==> src/rtl/cook_pkg.sv <==
// cook_pkg
// Shared definitions for the microwave cook controller: the cook state
// encoding, BCD limits for keypad entry, and the nibble positions of the
// MM:SS fields inside the 16-bit preset word.
//
// Preset layout, MSB first: {min_tens, min_ones, sec_tens, sec_ones}.

package cook_pkg;

    typedef enum logic [2:0] {
        ST_IDLE    = 3'd0,
        ST_ENTRY   = 3'd1,
        ST_LOAD    = 3'd2,
        ST_COOKING = 3'd3,
        ST_PAUSED  = 3'd4,
        ST_CLEAR   = 3'd5,
        ST_DONE    = 3'd6
    } cook_state_t;

    localparam logic [3:0] MAX_DIGIT    = 4'd9;
    localparam logic [3:0] MAX_SEC_TENS = 4'd5;

    // LSB position of each BCD field in the preset word
    localparam int MIN_TENS_LSB = 12;
    localparam int MIN_ONES_LSB = 8;
    localparam int SEC_TENS_LSB = 4;
    localparam int SEC_ONES_LSB = 0;

    // A keypad code is usable only if it is a real decimal digit
    function automatic logic bcd_digit_ok(input logic [3:0] d);
        return (d <= MAX_DIGIT);
    endfunction

endpackage

==> src/rtl/cook_entry_reg.sv <==
// cook_entry_reg
// Four-digit BCD entry register for the MM:SS cook preset. New digits enter
// at sec_ones and every existing digit moves one place left; the old
// min_tens digit is discarded.
//
// Ports:
//   clk          system clock
//   clrn         asynchronous active-low reset
//   shift        request to shift key digit in (ignored if digit is not BCD)
//   clear        synchronous clear of the whole preset (wins over shift)
//   digit        keypad digit
//   preset       current preset {min_tens, min_ones, sec_tens, sec_ones}
//   digit_ok     digit is a valid BCD value (0..9)
//   nonzero      preset is not 00:00
//   sec_tens_ok  sec_tens field is 0..5, i.e. a legal seconds value

module cook_entry_reg (
    input  logic        clk,
    input  logic        clrn,
    input  logic        shift,
    input  logic        clear,
    input  logic [3:0]  digit,
    output logic [15:0] preset,
    output logic        digit_ok,
    output logic        nonzero,
    output logic        sec_tens_ok
);
    import cook_pkg::*;

    assign digit_ok    = bcd_digit_ok(digit);
    assign nonzero     = |preset;
    assign sec_tens_ok = (preset[SEC_TENS_LSB +: 4] <= MAX_SEC_TENS);

    // Preset storage: clear has priority so a stop pressed together with a
    // key leaves the register empty rather than holding the new digit.
    always_ff @(posedge clk or negedge clrn) begin
        if (!clrn) begin
            preset <= 16'h0000;
        end else if (clear) begin
            preset <= 16'h0000;
        end else if (shift && digit_ok) begin
            preset[MIN_TENS_LSB +: 4] <= preset[MIN_ONES_LSB +: 4];
            preset[MIN_ONES_LSB +: 4] <= preset[SEC_TENS_LSB +: 4];
            preset[SEC_TENS_LSB +: 4] <= preset[SEC_ONES_LSB +: 4];
            preset[SEC_ONES_LSB +: 4] <= digit;
        end
    end

endmodule

==> src/rtl/cook_controller.sv <==
// cook_controller
// Top-level sequencer for the microwave timer datapath. Collects keypad
// digits into an MM:SS preset, loads and enables the external cascaded
// timer-digit chain, and runs the cook state machine that drives the
// magnetron and the end-of-cook beeper.
//
// Configuration macro: COOK_BEEP_EN
//   defined   - DONE holds the beeper on for BEEP_SECS sec_tick pulses
//   undefined - no beep counter, beep tied low, DONE lasts one cycle
//
// Parameters:
//   BEEP_SECS     number of sec_tick pulses the beeper stays on (1..15)
//
// Ports:
//   clk           system clock
//   clrn          asynchronous active-low reset (also resets timer chain)
//   sec_tick      one-cycle 1 Hz enable pulse
//   key_valid     one-cycle pulse, key_digit valid
//   key_digit     BCD digit from keypad
//   start         one-cycle debounced start pulse
//   stop          one-cycle debounced stop/clear pulse
//   door_closed   level, 1 = door closed
//   timer_zero    all timer digits are zero
//   preset        BCD preset, data input of the timer chain
//   timer_loadn   active-low parallel load of the timer chain
//   timer_en      count enable of the timer chain
//   magnetron_on  heating active
//   beep          beeper drive
//   entry_err     one-cycle pulse, start rejected for an invalid preset

module cook_controller #(
    parameter int BEEP_SECS = 3
) (
    input  logic        clk,
    input  logic        clrn,
    input  logic        sec_tick,
    input  logic        key_valid,
    input  logic [3:0]  key_digit,
    input  logic        start,
    input  logic        stop,
    input  logic        door_closed,
    input  logic        timer_zero,
    output logic [15:0] preset,
    output logic        timer_loadn,
    output logic        timer_en,
    output logic        magnetron_on,
    output logic        beep,
    output logic        entry_err
);
    import cook_pkg::*;

    cook_state_t state;

    logic digit_ok;
    logic nonzero;
    logic sec_tens_ok;
    logic entry_shift;
    logic entry_clear;
    logic start_ok;
    logic start_bad;
    logic done_exit;

    // A start in ENTRY swallows any key in the same cycle, and stop swallows
    // both, so digits only shift when neither button is pressed.
    assign entry_shift = key_valid &
                         ((state == ST_IDLE) |
                          ((state == ST_ENTRY) & ~start & ~stop));

    // The preset is wiped on abort from ENTRY, on stop from PAUSED (so it
    // already reads zero during CLEAR), and whenever DONE is left.
    assign entry_clear = (stop & ((state == ST_ENTRY) | (state == ST_PAUSED))) |
                         ((state == ST_DONE) & done_exit);

    assign start_ok  = door_closed & nonzero & sec_tens_ok;
    assign start_bad = nonzero & ~sec_tens_ok;

    cook_entry_reg u_entry (
        .clk         (clk),
        .clrn        (clrn),
        .shift       (entry_shift),
        .clear       (entry_clear),
        .digit       (key_digit),
        .preset      (preset),
        .digit_ok    (digit_ok),
        .nonzero     (nonzero),
        .sec_tens_ok (sec_tens_ok)
    );

`ifdef COOK_BEEP_EN
    localparam logic [3:0] BEEP_LAST = 4'(BEEP_SECS - 1);

    logic [3:0] beep_cnt;

    // DONE ends on the last beep tick, or early when the user stops or
    // opens the door.
    assign done_exit = stop | ~door_closed | (sec_tick & (beep_cnt == BEEP_LAST));
    assign beep      = (state == ST_DONE);

    // Beep counter: sits at zero outside DONE so every DONE visit starts a
    // fresh count.
    always_ff @(posedge clk or negedge clrn) begin
        if (!clrn) begin
            beep_cnt <= 4'd0;
        end else if ((state != ST_DONE) || done_exit) begin
            beep_cnt <= 4'd0;
        end else if (sec_tick) begin
            beep_cnt <= beep_cnt + 4'd1;
        end
    end
`else
    logic unused_beep_secs;

    assign done_exit        = 1'b1;
    assign beep             = 1'b0;
    assign unused_beep_secs = ^BEEP_SECS;
`endif

    // Cook state machine. entry_err is a registered one-cycle pulse that
    // follows a start rejected for seconds tens above 5.
    always_ff @(posedge clk or negedge clrn) begin
        if (!clrn) begin
            state     <= ST_IDLE;
            entry_err <= 1'b0;
        end else begin
            entry_err <= 1'b0;
            case (state)
                ST_IDLE: begin
                    if (key_valid && digit_ok) begin
                        state <= ST_ENTRY;
                    end
                end
                ST_ENTRY: begin
                    if (stop) begin
                        state <= ST_IDLE;
                    end else if (start) begin
                        if (start_ok) begin
                            state <= ST_LOAD;
                        end else if (start_bad) begin
                            entry_err <= 1'b1;
                        end
                    end
                end
                ST_LOAD: begin
                    state <= ST_COOKING;
                end
                ST_COOKING: begin
                    // Reaching zero wins over a concurrent stop or door open
                    if (timer_zero) begin
                        state <= ST_DONE;
                    end else if (stop || !door_closed) begin
                        state <= ST_PAUSED;
                    end
                end
                ST_PAUSED: begin
                    if (stop) begin
                        state <= ST_CLEAR;
                    end else if (start && door_closed) begin
                        state <= ST_COOKING;
                    end
                end
                ST_CLEAR: begin
                    state <= ST_IDLE;
                end
                ST_DONE: begin
                    if (done_exit) begin
                        state <= ST_IDLE;
                    end
                end
                default: begin
                    state <= ST_IDLE;
                end
            endcase
        end
    end

    // LOAD copies the preset into the chain; CLEAR copies the zeroed preset
    // in, which is how a stop from PAUSED empties the timer.
    assign timer_loadn  = ~((state == ST_LOAD) | (state == ST_CLEAR));
    assign timer_en     = (state == ST_LOAD) | (state == ST_CLEAR) |
                          ((state == ST_COOKING) & sec_tick);
    assign magnetron_on = (state == ST_COOKING);

endmodule

==> config.mk <==
export PLATFORM = sky130hd
export DESIGN_NAME = cook_controller
export DESIGN_NICKNAME = d
export VERILOG_FILES = /design/src/rtl/cook_pkg.sv /design/src/rtl/cook_entry_reg.sv /design/src/rtl/cook_controller.sv
export SDC_FILE = /design/constraint.sdc
export NUM_CORES = 1
export LEC_CHECK = 0
export BUFFER_PORTS_ARGS = -buffer_cell sky130_fd_sc_hd__buf_4
export CORE_MARGIN = 10
export CORE_UTILIZATION = 45
export CTS_CLUSTER_DIAMETER = 30
export DETAILED_ROUTE_END_ITERATION = 12
export MAX_ROUTING_LAYER = met4
export PLACE_DENSITY = 0.83
export SETUP_SLACK_MARGIN = 0.5
export SKIP_LAST_GASP = 1
export SLEW_MARGIN = 20
export SYNTH_ARGS = -nofsm -noshare
export SYNTH_HDL_FRONTEND = slang
export SYNTH_SLANG_ARGS = --single-unit
==> constraint.sdc <==
create_clock -name clk -period 1.7 [get_ports clk]
set_input_delay 0.085 -clock clk [delete_from_list [all_inputs] [get_ports clk]]
set_output_delay 0.085 -clock clk [all_outputs]
set_load 0.01 [all_outputs]
After elaboration in Yosys (flattened, before gate mapping)
Cells that the tools add are included.
{"block": "classes", "magnitude_cmp": 2, "n_eq_ne": 11, "mux": 16, "bitwise": 17, "n_reduce_logical": 9}
{"operator": "$mux W16", "count": 2}
{"operator": "$mux W3", "count": 8}
{"operator": "$reduce_or A16 Y1", "count": 1}
{"operator": "$pmux W3 S5", "count": 1}
{"operator": "$eq A3 B3 Y1 const B", "count": 3}
{"operator": "$and A1 B1 Y1", "count": 8}
{"operator": "$eq A3 B2 Y1 const B", "count": 2}
{"operator": "$ne A3 B2 Y1 const B", "count": 2}
{"operator": "$ne A3 B3 Y1 const B", "count": 2}
{"operator": "$mux W1", "count": 5}
{"operator": "$or A1 B1 Y1", "count": 5}
{"operator": "$reduce_and A5 Y1", "count": 1}
{"operator": "$le A4 B3 Y1 const B", "count": 1}
{"operator": "$le A4 B4 Y1 const B", "count": 1}
{"operator": "$not A1 Y1", "count": 4}
{"operator": "$eq A3 B1 Y1 const B", "count": 1}
{"operator": "$logic_and A1 B1 Y1", "count": 3}
{"operator": "$logic_not A3 Y1", "count": 1}
{"operator": "$ne A2 B1 Y1 const B", "count": 1}
{"operator": "$reduce_bool A2 Y1", "count": 1}
{"operator": "$logic_not A1 Y1", "count": 1}
{"operator": "$logic_or A1 B1 Y1", "count": 1}
{"block": "totals", "ff_bits": 20, "in_bits": 12, "output_inout_bits": 21}

Logic depth before layout (Yosys ltp)
Gate-level depths: netlist (run 1).
{"block": "logic_depth", "depth_word": 8, "mapped_depth": 6, "mapped_depth_nobuf": 4}

By module
A second synthesis (run 1) with hierarchy kept.
{"block": "unflattened", "cells_unflattened": 110, "area_unflattened_um2": 1144.8}
{"mod": "cook_entry_reg", "n_inst": 1, "cells_each": 67, "area_each_um2": 778.2, "seq_area_each_um2": 400.4}
{"mod": "cook_controller", "n_inst": 1, "cells_each": 43, "area_each_um2": 366.6, "seq_area_each_um2": 100.1}

Worst setup path before layout (run 1)
No wires, ideal clock.
{"block": "synth_timing", "path_type": "flip-flop to flip-flop", "startpoint": "register state[1]", "endpoint": "register u_entry.preset[0]", "setup_time_ns": 0.121, "t_arrival_ns": 1.302, "required_ns": 1.579, "setup_slack_ns": 0.277, "stages_incl_launch_ff": 7, "n_path_buf": 2, "period_less_slack_ns": 1.423, "path_cell_list": "dfrtp_1 -> buf_2 -> nor2_1 -> a31oi_1 -> o32a_4 -> buf_6 -> a22o_1"}
{"block": "synth_via", "elab_chain_cells": 7, "elab_cells_between_ends": 14}
{"element": "from (decl)", "line_no": "cook_controller.sv:52", "rtl": "cook_state_t state;"}
{"element": "from (signal assigned)", "line_no": "cook_controller.sv:122", "rtl": "state <= ST_IDLE;"}
{"element": "from (signal assigned)", "line_no": "cook_controller.sv:129", "rtl": "state <= ST_ENTRY;"}
{"element": "from (signal assigned)", "line_no": "cook_controller.sv:134", "rtl": "state <= ST_IDLE;"}
{"element": "$eq A3 B1 Y1", "line_no": "cook_controller.sv:67, cook_controller.sv:71"}
{"element": "$and A1 B1 Y1 (2 in a row)", "line_no": "cook_controller.sv:67", "rtl": "((state == ST_ENTRY) & ~start & ~stop));"}
{"element": "$or A1 B1 Y1", "line_no": "cook_controller.sv:66", "rtl": "((state == ST_IDLE) |"}
{"element": "$and A1 B1 Y1", "line_no": "cook_controller.sv:65", "rtl": "assign entry_shift = key_valid &"}
{"element": "$logic_and A1 B1 Y1", "line_no": "cook_entry_reg.sv:41", "rtl": "end else if (shift && digit_ok) begin"}
{"element": "$reduce_bool A2 Y1 (no source line)"}
{"element": "to (signal, indexed assignment)", "line_no": "cook_entry_reg.sv:42", "rtl": "preset[MIN_TENS_LSB +: 4] <= preset[MIN_ONES_LSB +: 4];"}
{"element": "to (signal, indexed assignment)", "line_no": "cook_entry_reg.sv:43", "rtl": "preset[MIN_ONES_LSB +: 4] <= preset[SEC_TENS_LSB +: 4];"}
{"element": "to (signal, indexed assignment)", "line_no": "cook_entry_reg.sv:44", "rtl": "preset[SEC_TENS_LSB +: 4] <= preset[SEC_ONES_LSB +: 4];"}
{"element": "to (decl)", "line_no": "cook_entry_reg.sv:23", "rtl": "output logic [15:0] preset,"}
Parallel ways exist; a longest one is shown, timed or not.
A chain may end at the register's enable or synchronous reset.

Final worst setup path (run 1)
{"block": "layout_timing", "startpoint": "register u_entry.preset[2]", "endpoint": "register state[1]"}
{"block": "layout_via", "elab_chain_cells": 5}
{"element": "$reduce_or A16 Y1", "line_no": "cook_entry_reg.sv:31", "rtl": "assign nonzero = |preset;"}
{"element": "$and A1 B1 Y1 (2 in a row)", "line_no": "cook_controller.sv:74", "rtl": "assign start_ok = door_closed & nonzero & sec_tens_ok;"}
{"element": "$ne A3 B3 Y1 (no source line)"}
{"element": "$reduce_and A5 Y1 (no source line)"}
Every way passes these cells.

==> results.tsv, run 1 <==
metric	value	unit
Flop pwr share	29.6	%
H-tree lvl count	1	
most frequent cells in the layout	buf_4, dfrtp_1, a22o_1	
CTS tree	yes	
initial core utilization	48.3	%
Synth top area share	51.2	%
switching power	1050	µW
Synth area leader	dfrtp_1	
crit path time final	1490	ps
grt ovf	0	
outcome	finished clean	
Gate power share	56.3	%
met3 WL	312	µm
global-route wire length before repair	4.74	mm
TNS Setup	0	ps
period utilisation layout	87.8	%
port bufs	31	
Max FO, Critical Path	3	
Die ar.	4440	µm²
Cells after Synth	90	
uppermost layer routed	met4	
total core area	2020	µm²
Crit path arrival time	1700	ps
routed vias	1027	
cell-internal power	1670	µW
violation count after the first detailed-route iteration	98	
initial antenna violation count	0	
average wire per standard cell	20.1	µm
commonest non-fill, non-tap cell in the layout	buf_4	
Top-Level Pins	33	
final setup fails	0	
post-DR vias/cell	6.04	
crit path cell chain	nor4_2 > nand4_1 > a31o_2 > and3b_1	
max-slew violation count	0	
mapped cell area	977	µm²
max-cap viol count	0	
Hold Vio Cnt, Final	0	
#FFs+latches synth	20	
worst skew pair latency	300	ps
Antenna diodes	0	
Max stage delay cell, worst path	dfrtp_1	
total wire length	3.42	mm
row count	16	
pin count of the biggest net entering global routing	21	
layout cells sized above 1	60.1	%
Critical Path End Type	register	
DP Worst Slack	173	ps
DIE HEIGHT	66.6	µm
clock share of power	14.1	%
DRT Pass-1 Iters	4	
Die W	66.6	µm
routed wl met2	1.74	mm
gpl congestion	0.897	
# nets final	156	
setup ws final	207	ps
skew final	7.76	ps
Pleak	0.000795	µW
Worst Hold Slack	36.0	ps
placed wire-length estimate	1.81	mm
area delta synth->final	63.5	%
TritonCTS buffer count	3	
drc violations	0	
Peak Freq	0.670	GHz
Final Power	2720	µW
Critical Path Max Stage Delay	450	ps
Total GRT Usage	13.8	%
Power Dens Cells	1700	nW/µm²
CTS root buf	clkbuf_4	
Worst Path Required	1900	ps
Switching Share	38.7	%
syn nets	102	
Avg Inst Size Synth	10.9	µm²
main area contributors after synthesis	dfrtp_1, a22o_1, a22o_2	
RSZ-0062 raised after global routing	yes	
vias in the first global route	943	
clock transition at the registers of the reported paths	120	ps
Setup CP Type	register to register	
Bufs on Longest Clock Path	2	
worst vdd ir	1.03	mV
Clock Sinks	20	
register area share after synthesis	51.2	%
Netlist cell types	33	
warnings from Yosys	0	
Hold WC Path Type	primary input to register	
wl on met1	1.30	mm
crit path launch type	register	
Final ANT Viol Nets	0	
-- layer usage --
layer	GRT usage [%]	vias to the layer above
li1	-	452
met1	15.9	508
met2	22.3	59
met3	4.85	8
met4	3.40	0
met5	-	-
-- metrics by stage --
stage               area [µm²]  util, %  cells
global placement          1210     59.7    142
floorplan                  988        -     90
CTS                       1470     72.5    162
detailed placement        1210     59.7    142
global route              1600     79.0    170
finish                    1600     79.0    170
-- power by group through the flow --
stage                     logic [µW]  registers [µW]  clock network [µW]
final                           1530             805                 385
after global routing            1650             819                 409
after CTS                       1280             776                 387
after detailed placement         901             825                   0
after global placement           887             817                   0
after floorplan                  625             782                   0
-- area by class of cell --
class | instances | area [µm²]
tap | 27 | 33.8
fill | 126 | 424
clock buffer | 3 | 22.5
clock inverter | 1 | 30.0
inverter | 2 | 7.51
timing repair buffer | 54 | 440
sequential | 20 | 504
multi-input combinational | 63 | 559
-- worst max-delay path: cells and delay by family, from the launching register on --
family,cells,cell delay (ps)
AO/OA/AOI/OAI,1,250
AND/OR/NAND/NOR,3,710
flip-flops,1,450
-- cells by family (layout without fill, tap and decap cells) --
| kind of cell | count (synthesis) | in the layout | share of synthesized area (%) |
|---|---|---|---|
| AND/OR/NAND/NOR | 27 | 27 | 14.2 |
| buffers and inverters | 8 | 60 | 4.74 |
| flip-flops | 20 | 20 | 51.2 |
| AO/OA/AOI/OAI | 34 | 35 | 29.4 |
| other | 1 | 1 | 0.384 |
-- what timing repair did --
| action | 4_1_cts | 5_1_grt |
|---|---|---|
| pin swaps | 4 | 3 |
| cloned | 1 | 0 |
| gates resized for setup | 20 | 12 |
| hold buffers | 1 | 2 |
| endpoints found under the setup margin | 23 | 23 |
| setup buffers | 14 | 6 |
| endpoints found under the hold margin | 20 | 2 |
-- Yosys cell counts --
master     number
dfrtp_1        20
a22o_1         11
nand2_1         8
a22o_2          6
nor2_1          6
nor4_1          4
a21oi_1         3
buf_2           3
a21o_1          2
a31oi_1         2
inv_1           2
o21ai_0         2
a2111oi_0       1
a31o_2          1
a32oi_1         1
and2_1          1
and2b_1         1
and3b_1         1
buf_4           1
buf_6           1
clkbuf_2        1
conb_1          1
nand2b_1        1
nand4_1         1
nor2_2          1
nor2b_1         1
nor3_1          1
nor4b_1         1
o211a_1         1
o211ai_1        1
o21a_1          1
o21ai_1         1
o32a_4          1
-- registers in the layout, indices dropped and copies added, names as in the netlist --
signal and count:
entry_err 1, state 3, u_entry.preset 16
-- worst paths after layout --
check | start | endpoint | slack, ps | depth (start not counted)
worst min register to register | u_entry.preset[15] | u_entry.preset[15] | 610 | 1
worst max-delay path | u_entry.preset[2] | state[1] | 210 | 4
worst max register to register | u_entry.preset[2] | state[1] | 210 | 4
min in group asynchronous | clrn | u_entry.preset[4] | 190 | 2
max in group asynchronous | clrn | state[2] | 1270 | 2
worst min-delay path | key_digit[2] | u_entry.preset[2] | 40 | 2
No activity file was read; power rests on OpenSTA's default activity.
==> inputs of run 2 (changes only) <==
--- a/config.mk
+++ b/config.mk
@@ -7,11 +7,11 @@
 export LEC_CHECK = 0
 export BUFFER_PORTS_ARGS = -buffer_cell sky130_fd_sc_hd__buf_4
 export CORE_MARGIN = 10
-export CORE_UTILIZATION = 45
+export CORE_UTILIZATION = 40
 export CTS_CLUSTER_DIAMETER = 30
 export DETAILED_ROUTE_END_ITERATION = 12
 export MAX_ROUTING_LAYER = met4
-export PLACE_DENSITY = 0.83
+export PLACE_DENSITY = 0.76
 export SETUP_SLACK_MARGIN = 0.5
 export SKIP_LAST_GASP = 1
 export SLEW_MARGIN = 20
==> run 2 against run 1 <==
Core utilization fell by 14 points. Worst hold slack got worse by 14 ps. Sequential share of layout area grew 2.5 points. Critical path type unchanged. Largest power group unchanged.
==> results.tsv, run 2 (synthesis results as in run 1) <==
metric	value	unit	change
post-DR vias/cell	5.90		-2.4%
Crit. Startpoint	state[2]		
Critical Path End Type	register		
vias in the first global route	991		+5.1%
combined area of the multi-input logic cells	529	µm²	-5.4%
sequential cell area	504	µm²	unchanged
period utilisation layout	83.9	%	-3.9 points
Top reg by flops	u_entry.preset		
worst vdd ir	0.880	mV	-14%
Die W	69.4	µm	+4.2%
TritonCTS buffer count	3		unchanged
area delta synth->final	51.6	%	
final setup fails	0		unchanged
H-tree lvl count	1		unchanged
Post-DP Area	1210	µm²	+0.10%
Max FO, Critical Path	8		+5
top flop regs	u_entry.preset x16, state x3, entry_err x1		
global-route wire length before repair	4.89	mm	+3.1%
gpl congestion	0.914		+1.9%
max-slew violation count	0		unchanged
DIE HEIGHT	69.4	µm	+4.2%
TNS Setup	0	ps	unchanged
Setup CP Type	register to register		
Bufs on Longest Clock Path	2		unchanged
crit path launch type	register		
violation count after the first detailed-route iteration	79		-19%
row count	17		+1
worst skew pair latency	290	ps	about the same
commonest non-fill, non-tap cell in the layout	buf_4		
average wire per standard cell	18.4	µm	-8.5%
fill count	177		+40%
Pleak	0.000743	µW	-6.5%
Clock Sinks	20		unchanged
Total GRT Usage	12.1	%	-1.7 points
# nets final	149		-4.5%
Hold WC Path Type	primary input to register		
DRT Pass-1 Iters	4		unchanged
most frequent cells in the layout	buf_4, dfrtp_1, a22o_1		
layout cells sized above 1	54.8	%	-5.3 points
total core area	2280	µm²	+13%
initial antenna violation count	0		unchanged
Worst Path Required	1880	ps	-20 ps
grt ovf	0		unchanged
HP Start	key_digit[0]		
Crit path arrival time	1610	ps	-90 ps
Worst Hold Slack	22.1	ps	-13.9 ps
Hold Vio Cnt, Final	0		unchanged
max reg flops	16		unchanged
Die ar.	4820	µm²	+8.7%
Final ANT Viol Nets	0		unchanged
routed vias	961		-6.4%
drc violations	0		unchanged
Antenna diodes	0		unchanged
clock transition at the registers of the reported paths	100	ps	-20 ps
RSZ-0062 raised after global routing	yes		
placed wire-length estimate	1.84	mm	+1.6%
design area	1480	µm²	-7.3%
total wire length	3.00	mm	-12%
CTS tree	yes		
skew final	3.53	ps	-4.22 ps
max-cap viol count	0		unchanged
Top-Level Pins	33		unchanged
crit path time final	1430	ps	-67.1 ps
CTS root buf	clkbuf_4		
r2r startpoint	state[2]		
Final Util	65.1	%	-14 points
initial core utilization	42.9	%	-5.4 points
Peak Freq	0.701	GHz	+4.7%
pin count of the biggest net entering global routing	21		unchanged
Power Dens Cells	1620	nW/µm²	-4.9%
port bufs	31		unchanged
outcome	finished clean		
run 2: per-layer routing:
layer | vias to the layer above | GRT usage, % | part of all wire, %
met1 | 472 | 14.6 | 42
met3 | 2 | 3.14 | 7.1
met2 | 47 | 20.0 | 50
met4 | 0 | 2.22 | 0.70
li1 | 440 | - | -
met5 | - | - | 0
run 2: per-stage QoR:
stage | power, µW | instances | setup slack (ps)
floorplan | 1410 | 90 | 358
global placement | 1710 | 143 | 194
detailed placement | 1730 | 143 | 140
CTS | 2340 | 161 | 301
global route | 2550 | 163 | 207
finish | 2400 | 163 | 274
run 2: area by class of cell:
type                            instances  area share [%]
Clock buffer                            3            1.52
Multi-Input combinational cell         63            35.7
Sequential cell                        20            34.0
Timing Repair Buffer                   47            25.8
Inverter                                2           0.507
Tap cell                               28            2.36
run 2: worst max-delay path, cell delays in order (launching register included):
cell and delay (ps):
dfrtp_2 450, nor2_2 230, a31oi_4 140, o32a_4 260, a22o_2 240
run 2: timing repair:
item                                    CTS  global route
buffers inserted                         13             2
endpoints found under the setup margin   22            22
pin swaps                                 7             0
gates resized for setup                  21             3
gates cloned                              1             0
hold buffers                              1             0
hold endpoints to repair                 20             0
run 2: final timing paths:
kind	endpoint	cells after the start	slack [ps]
min	u_entry.preset[0]	2	20
min reg2reg	u_entry.preset[14]	1	560
min in group asynchronous	u_entry.preset[13]	2	210
max reg2reg	u_entry.preset[4]	4	270
max in group asynchronous	state[1]	2	1270
max	u_entry.preset[4]	4	270
run 2: power by group:
group / internal (µW) / switching (µW) / leakage, µW / total (µW)
combinational: 741 / 640 / 0.000461 / 1380
clock: 82.2 / 129 / 0.0000138 / 212
sequential: 617 / 191 / 0.000268 / 808
